===== config.mk =====
export PLATFORM = sky130hd
export DESIGN_NAME = palindrome_builder_flat
export DESIGN_NICKNAME = d
export VERILOG_FILES = /design/src/rtl/palindrome_pkg.sv /design/src/rtl/palindrome_if.sv /design/src/rtl/palindrome_shifter.sv /design/src/rtl/palindrome_builder.sv /design/src/flat_wrapper.sv
export SDC_FILE = /design/constraint.sdc
export NUM_CORES = 1
export LEC_CHECK = 0
export BUFFER_PORTS_ARGS = -buffer_cell sky130_fd_sc_hd__buf_4
export CAP_MARGIN = 40
export CORE_ASPECT_RATIO = 0.8
export CORE_UTILIZATION = 55
export CTS_BUF_LIST = sky130_fd_sc_hd__clkbuf_4
export DETAILED_ROUTE_END_ITERATION = 10
export PLACE_DENSITY = 0.79
export SLEW_MARGIN = 20
export SYNTH_ARGS = -nofsm -noshare
export SYNTH_HDL_FRONTEND = slang
export SYNTH_SLANG_ARGS = --single-unit
export TNS_END_PERCENT = 10

===== constraint.sdc =====
create_clock -name clk -period 1.9 [get_ports clk]
set_clock_uncertainty 0.2 [all_clocks]
set_input_delay 0.38 -clock clk [delete_from_list [all_inputs] [get_ports clk]]
set_output_delay 0.38 -clock clk [all_outputs]
set_load 0.05 [all_outputs]

===== src/rtl/palindrome_pkg.sv =====
// Shared types and constants for the palindrome builder, plus a golden mirror
// function for reference models.
package palindrome_pkg;

    localparam int DEF_WIDTH = 8;
    localparam int DEF_CNT_W = 16;
    localparam int MAX_HALF  = 32;

    typedef enum logic [1:0] {
        IDLE  = 2'd0,
        BUILD = 2'd1,
        HOLD  = 2'd2
    } state_t;

    // Full palindrome of the low h bits of half: {half, bit-reversed half}.
    function automatic logic [2*MAX_HALF-1:0] mirror_ref(input logic [MAX_HALF-1:0] half,
                                                         input int h);
        logic [2*MAX_HALF-1:0] r;
        r = '0;
        for (int i = 0; i < MAX_HALF; i++) begin
            if (i < h) begin
                r[h+i]   = half[i];
                r[h-1-i] = half[i];
            end
        end
        return r;
    endfunction

endpackage


===== src/rtl/palindrome_if.sv =====
// Valid/ready handshake bundle between the palindrome builder and its neighbours:
// half-word in, full palindrome out.
interface palindrome_if
    import palindrome_pkg::*;
#(
    parameter int WIDTH = DEF_WIDTH
) ();

    localparam int H = WIDTH / 2;

    logic             in_valid;
    logic             in_ready;
    logic [H-1:0]     in_half;
    logic             out_valid;
    logic             out_ready;
    logic [WIDTH-1:0] out_word;

    modport master (
        output in_valid, in_half, out_ready,
        input  in_ready, out_valid, out_word
    );

    modport slave (
        input  in_valid, in_half, out_ready,
        output in_ready, out_valid, out_word
    );

endinterface


===== src/rtl/palindrome_shifter.sv =====
// Datapath of the builder: holds the word and mirrors one bit of the upper
// half into the lower half per step.
module palindrome_shifter
    import palindrome_pkg::*;
#(
    parameter int WIDTH = DEF_WIDTH
) (
    input  logic               clk,
    input  logic               rst_n,
    input  logic               load,
    input  logic               step,
    input  logic [WIDTH/2-1:0] half,
    output logic [WIDTH-1:0]   word,
    output logic               done
);

    localparam int H     = WIDTH / 2;
    localparam int IDX_W = (H > 1) ? $clog2(H) : 1;

    logic [IDX_W-1:0] idx;

    // The upper half already holds in_half, so half[H-1-i] is word[WIDTH-1-i].
    // NOTE: state uses non-blocking assignments so every register samples
    // pre-edge values, regardless of statement order.
    always_ff @(posedge clk or negedge rst_n) begin
        if (!rst_n) begin
            word <= '0;
            idx  <= '0;
        end else if (load) begin
            word <= {half, {H{1'b0}}};
            idx  <= '0;
        end else if (step) begin
            for (int i = 0; i < H; i++) begin
                if (idx == IDX_W'(i)) word[i] <= word[WIDTH-1-i];
            end
            idx <= idx + IDX_W'(1);
        end
    end

    assign done = (idx == IDX_W'(H - 1));

endmodule


===== src/rtl/palindrome_builder.sv =====
// Sequential palindrome generator: accepts a half-word, mirrors it bit-serially
// and holds the full palindrome on a valid/ready output.
module palindrome_builder
    import palindrome_pkg::*;
#(
    parameter int WIDTH = DEF_WIDTH,
    parameter int CNT_W = DEF_CNT_W
) (
    input  logic             clk,
    input  logic             rst_n,
    palindrome_if.slave      bus,
    output logic             busy,
    output logic [CNT_W-1:0] word_count
);

    state_t           state;
    logic             in_ready_q;
    logic             out_valid_q;
    logic             busy_q;
    logic             load;
    logic             step;
    logic             done;
    logic [WIDTH-1:0] word;

    // in_ready is high exactly in IDLE, so a load is an IDLE-state accept.
    assign load = (state == IDLE) && bus.in_valid;
    assign step = (state == BUILD);

    palindrome_shifter #(.WIDTH(WIDTH)) u_shifter (
        .clk   (clk),
        .rst_n (rst_n),
        .load  (load),
        .step  (step),
        .half  (bus.in_half),
        .word  (word),
        .done  (done)
    );

    always_ff @(posedge clk or negedge rst_n) begin
        if (!rst_n) begin
            state       <= IDLE;
            in_ready_q  <= 1'b1;
            out_valid_q <= 1'b0;
            busy_q      <= 1'b0;
            word_count  <= '0;
        end else begin
            case (state)
                IDLE: begin
                    if (bus.in_valid) begin
                        state      <= BUILD;
                        in_ready_q <= 1'b0;
                        busy_q     <= 1'b1;
                    end
                end
                BUILD: begin
                    // done marks the final bit being written on this edge.
                    if (done) begin
                        state       <= HOLD;
                        out_valid_q <= 1'b1;
                    end
                end
                HOLD: begin
                    if (bus.out_ready) begin
                        state       <= IDLE;
                        out_valid_q <= 1'b0;
                        in_ready_q  <= 1'b1;
                        busy_q      <= 1'b0;
                        word_count  <= word_count + CNT_W'(1);
                    end
                end
                default: begin
                    state       <= IDLE;
                    in_ready_q  <= 1'b1;
                    out_valid_q <= 1'b0;
                    busy_q      <= 1'b0;
                end
            endcase
        end
    end

    assign bus.in_ready  = in_ready_q;
    assign bus.out_valid = out_valid_q;
    assign bus.out_word  = out_valid_q ? word : '0;
    assign busy          = busy_q;

endmodule


===== src/flat_wrapper.sv =====
// flat-port wrapper written by rule: the top's interface ports become plain ports
module palindrome_builder_flat import palindrome_pkg::*;
#(
    parameter int WIDTH = DEF_WIDTH,
    parameter int CNT_W = DEF_CNT_W
)
  (clk, rst_n, busy, word_count, bus_in_valid, bus_in_half, bus_out_ready, bus_in_ready, bus_out_valid, bus_out_word);
  palindrome_if #(.WIDTH(WIDTH)) bus_i ();
  input  logic clk;
  input  logic rst_n;
  output logic busy;
  output logic [CNT_W-1:0] word_count;
  input wire logic [$bits(bus_i.in_valid)-1:0] bus_in_valid;
  input wire logic [$bits(bus_i.in_half)-1:0] bus_in_half;
  input wire logic [$bits(bus_i.out_ready)-1:0] bus_out_ready;
  output wire logic [$bits(bus_i.in_ready)-1:0] bus_in_ready;
  output wire logic [$bits(bus_i.out_valid)-1:0] bus_out_valid;
  output wire logic [$bits(bus_i.out_word)-1:0] bus_out_word;
  assign bus_i.in_valid = bus_in_valid;
  assign bus_i.in_half = bus_in_half;
  assign bus_i.out_ready = bus_out_ready;
  assign bus_in_ready = bus_i.in_ready;
  assign bus_out_valid = bus_i.out_valid;
  assign bus_out_word = bus_i.out_word;
  palindrome_builder #(.WIDTH(WIDTH), .CNT_W(CNT_W)) u_core (.clk(clk), .rst_n(rst_n), .bus(bus_i), .busy(busy), .word_count(word_count));
endmodule

# Word level (Yosys, flattened, before mapping)
# Cells that the tools add are included.
# totals
regBits	31
word_cells	60
input_bits	8
# classes
eq_ne	8
n_reduce_logical	16
bitwise_logic	2
n_mux	21
add_sub_neg	2
# op_table
op	n
16-bit by 1-bit adder with 16-bit output, second input constant	1
2-bit 2-to-1 mux	5
2-bit AND reduction	5
2-bit nonzero test	5
1-bit 2-to-1 mux	9
1-bit case mux with 3 select lines	3
3-bit AND reduction	3
4-bit 2-to-1 mux	2
8-bit 2-to-1 mux	1
2-bit == test, second input constant	3
2-bit inequality test, second input constant	3
2-bit case mux with 3 select lines	1
2-bit by 1-bit == test with 1-bit output, second input constant	2
2-bit zero test	2
2-bit by 1-bit adder with 2-bit output, second input constant	1
1-bit NOT	2
1-bit logical AND	1

# Logic depth before layout (Yosys ltp)
# depth
ltp_word	4
mapped_depth	6

# Hierarchy
# From an unflattened synthesis, not the netlist that was laid out.
# hier_totals
cells_unflattened	129
area_unflattened_um2	1501.4
# by_module_without_submodules
module	area_each_um2	cells_per_inst	n_inst
palindrome_builder	989.7	91	1
palindrome_shifter	511.7	38	1

# Least setup slack after synthesis
# No wires, ideal clock.
# synth_timing
path_type	reg2out
startpoint	register u_core.out_valid_q (netlist: u_core.bus.out_valid)
endpoint	output port bus_out_word[0]
required_ps	1320
arrival_time_ps	1527
slack_ps	-207
path_buffers	0
stages_incl_launch_ff	3
cell_sequence	dfrtp_1 inv_1 nor2_1
# synth_via
elab_chain_len	1
# synth_rtl
element	line	source
start: declaration	palindrome_builder.sv:18	logic out_valid_q;
start signal: assignment	palindrome_builder.sv:43	out_valid_q <= 1'b0;
start signal: assignment	palindrome_builder.sv:59	out_valid_q <= 1'b1;
start signal: assignment	palindrome_builder.sv:65	out_valid_q <= 1'b0;
8-bit 2-to-1 mux	palindrome_builder.sv:83	assign bus.out_word = out_valid_q ? word : '0;
end: declaration	flat_wrapper.sv:18	output wire logic [$bits(bus_i.out_word)-1:0] bus_out_word;
# No other way between the ends.

# Final worst setup path
# layout_timing
startpoint	register u_core.out_valid_q (netlist: u_core.bus.out_valid)
endpoint	output port bus_out_word[1]
# Same word-level chain as after synthesis.

==> impl_results.md <==
* Endpoint of the worst setup timing path: bus_out_word[1]
* Residual overflow from global routing at 0
* Residual DRC count at 0
* Clock-pin slew of the registers on the worst-case setup and hold paths at 0.09 ns
* Sequential-to-total area share from yosys stat at 51.1%
* Net count of the mapped netlist at 149
* Number of warnings printed during yosys synthesis at 0
* Slowest Stage Delay on Critical Path at 0.45 ns
* Router iterations before antenna repair at 4
* Count of vias placed by the detailed router at 1134
* Minimum setup slack after placement at about 0.14 ns
* Row count at 16
* Buffer type at the clock tree root: sky130_fd_sc_hd__clkbuf_4
* Worst hold path type: in2reg
* Most used routing layer in global routing: met1
* Number of gates on the worst path with buffers counted at 3
* Endpoint of the worst-slack reg-to-reg timing path: u_core.word_count[11]
* Average routed wire per standard cell at 14.4 um
* Cell Pwr Density at 1480 nW/um2
* Cell with the most instances after synthesis: sky130_fd_sc_hd__dfrtp_1
* Area growth from synthesis to final layout at 23.5%
* Largest cells by area after synthesis: sky130_fd_sc_hd__dfrtp_1 49%, sky130_fd_sc_hd__ha_1 4.9%, sky130_fd_sc_hd__xnor2_1 4.6%
* Die ar. at 2980 um2
* Final period demand of the worst path at 1.78 ns
* Proportion of layout cells with a drive suffix above 1 at between 30% and 40%
* Slew @ Worst Pin at ~0.51 ns
* Cell type with the largest total area after synthesis: sky130_fd_sc_hd__dfrtp_1
* Highest ir drop seen on vdd at 1.07 mV
* Total track usage at roughly a quarter
* Total Routed Length at 3060 um
* Critical path peak fanout at 7
* Pin count of the biggest net entering global routing at 32
* First element of the critical path: u_core.bus.out_valid
* Initial core utilization at 60.3%
* Initial antenna violation count at 0
* Core region area at 2520 um2
* Number of clock buffers inserted by TritonCTS at 5
* Number of failing hold endpoints at the final stage at 0
* CP Cell Sequence: inv_1 > nor2_1 > buf_4
* Die width at 60.8 um
* Count of routing violations after the opening detailed-route iteration at 51
* Worst setup margin at 0.124 ns
* Final total power at 2.78 mW
* CTS HTree Levels at 2
* Startpoint types: flip-flop
* Max-cap violations at 0
* Highest clock rate at 0.563 GHz
* Status: complete, no violations
* Total of buffers placed on input and output ports at 34
* First-pass GRT wire length at a little over 5000 um
* Netlist cell types at 34
* Static leakage power at ~0.95 nW
* Category of the worst setup path capture point: primary output
* Mapped cell area at ~1500 um2
* Last weighted congestion value of the routability-driven placer at 0.793
* Buffers inserted by post-CTS timing repair at 0
* # clock sinks at 31
* Most frequent cells after synthesis: 30 x sky130_fd_sc_hd__dfrtp_1, 12 x sky130_fd_sc_hd__nand2_1, 9 x sky130_fd_sc_hd__inv_1, 9 x sky130_fd_sc_hd__nor2_1, 8 x sky130_fd_sc_hd__xnor2_1
* Data required time of the critical path at 1.32 ns
* Cell at the slowest stage of the critical path: sky130_fd_sc_hd__dfrtp_2
* WP buf/inv at 2
* Vias in the first global route at around 1100
* Reg2Reg Launch Point: u_core.state[1]
* Main flop type after synthesis: sky130_fd_sc_hd__dfrtp_1
* Top-area cell type share of the netlist area at 49.4%
* Height of the chip at 49.0 um
* Worst reg-to-reg setup slack at 0.13 ns
* Critical path data arrival time at 1.20 ns
* Total setup violations reported at the end of the flow at 0
* Share of flip-flops with an asynchronous set or reset at 100%
* Worst-Skew Late Latency at 0.33 ns
* Number of enable-type register cells in the synthesized netlist at 0
* Antenna cell count at 0
* Critical path class: reg2out
* Register bit count reported by yosys at 31
* Number of nets in the layout at 190
* Unrepaired setup endpoints after global routing: false
* CTS max path bufs at 2
* Post-route fraction of the period consumed by the critical path at 93.5%
* TritonCTS clock tree: done
* Global-route met2 utilization at 34.4%
* Estimated wirelength of the detail-placed design at 2250 um
* Number of max-slew violations in the final report at 0
* Hold wc startpoint: bus_out_ready
* Mean number of vias per cell at between 5 and 6
* GR met1 Demand/Resource at 35.7%
* Mapped Cells at 135
* I/O pin cnt at 35
* Register-to-Register Path Depth at 4
* DRT antenna net count at 0
* Mean area per synthesized cell at 11.3 um2
* M3 GR Usage at 5.57%
* Max_slew headroom at 65.7%
* Largest delay contributor family on the critical path: flip-flops
==> sequential cells by signal, summed over array words and instances (netlist names) <==
signal / count
u_core.bus.in_ready: 1
u_core.bus.out_valid: 1
u_core.busy: 1
u_core.state: 2
u_core.u_shifter.idx: 2
u_core.u_shifter.word: 8
u_core.word_count: 16
==> through the flow <==
stage / instances / util [%] / hold slack, ns / area [um2] / setup TNS, ns
after floorplan: 135 / - / -0.116 / 1520 / -0.830
after global placement: 204 / 71.7 / 0.128 / 1810 / 0
after detailed placement: 204 / 71.7 / 0.133 / 1810 / 0
after CTS: 213 / 74.4 / 0.0371 / 1880 / 0
after global routing: 213 / 74.5 / 0.0473 / 1880 / 0
final: 213 / 74.5 / 0.0520 / 1880 / 0
==> cell usage in the layout (no fill, tap or decap), types with 2 or more instances in the layout <==
cell,synthesis,final
sky130_fd_sc_hd__and3_1,2,2
sky130_fd_sc_hd__clkbuf_4,0,7
sky130_fd_sc_hd__a22o_1,4,4
sky130_fd_sc_hd__nor3_1,2,2
sky130_fd_sc_hd__nor2_1,9,9
sky130_fd_sc_hd__and4_1,2,2
sky130_fd_sc_hd__dfrtp_1,30,29
sky130_fd_sc_hd__o21ai_0,2,2
sky130_fd_sc_hd__ha_1,6,6
sky130_fd_sc_hd__nand2_1,12,12
sky130_fd_sc_hd__o22ai_1,3,3
sky130_fd_sc_hd__and2b_1,3,3
sky130_fd_sc_hd__inv_1,9,9
sky130_fd_sc_hd__xor2_1,6,6
sky130_fd_sc_hd__and2_1,5,5
sky130_fd_sc_hd__xnor2_1,8,8
sky130_fd_sc_hd__mux2_2,5,5
sky130_fd_sc_hd__a21oi_1,3,3
sky130_fd_sc_hd__buf_4,1,37
sky130_fd_sc_hd__nand3_2,3,3
sky130_fd_sc_hd__nand3_1,3,3
sky130_fd_sc_hd__nand4_1,3,3
==> cell families after synthesis <==
logic type	share of synthesized area (%)
simple gates	18.3
flops	51.1
compound gates	8.39
xor+xnor	9.14
buf+inv	4.44
fa+ha+maj	4.94
mux	3.70
==> metal layers <==
layer | up-vias | part of all wire [%]
met4 | 0 | 1.6
met3 | 6 | 6.0
met1 | 540 | 47
met2 | 43 | 45
li1 | 545 | -
met5 | - | 0
==> layout make-up <==
class | count | area (um2)
clock inverters | 1 | 5.00
multi-input cells | 91 | 676
well taps | 36 | 45.0
fillers | 196 | 644
flip-flops and latches | 31 | 778
clock buffers | 7 | 52.6
inverters | 9 | 33.8
repair buffers | 38 | 288
==> where the power goes <==
group | internal, mW | switching [mW]
Sequential | 0.847 | 0.171
Clock | 0.173 | 0.221
Combinational | 0.500 | 0.872
==> repair_timing <==
item	CTS	global route
hold buffers	1	0
setup endpoints to repair	0	2
gates resized for setup	0	1
hold endpoints to repair	30	0
==> worst min-delay path by stage <==
stage / to / cells after the start / slack, ns
after global placement: u_core.u_shifter.word[1] / 1 / 0.13
after floorplan: u_core.bus.out_valid / 0 / -0.12
after global routing: u_core.state[1] / 2 / 0.05
final: u_core.state[1] / 2 / 0.05
after detailed placement: u_core.u_shifter.word[1] / 1 / 0.13
after CTS: u_core.state[1] / 2 / 0.04
No activity file was read; power rests on OpenSTA's default activity.
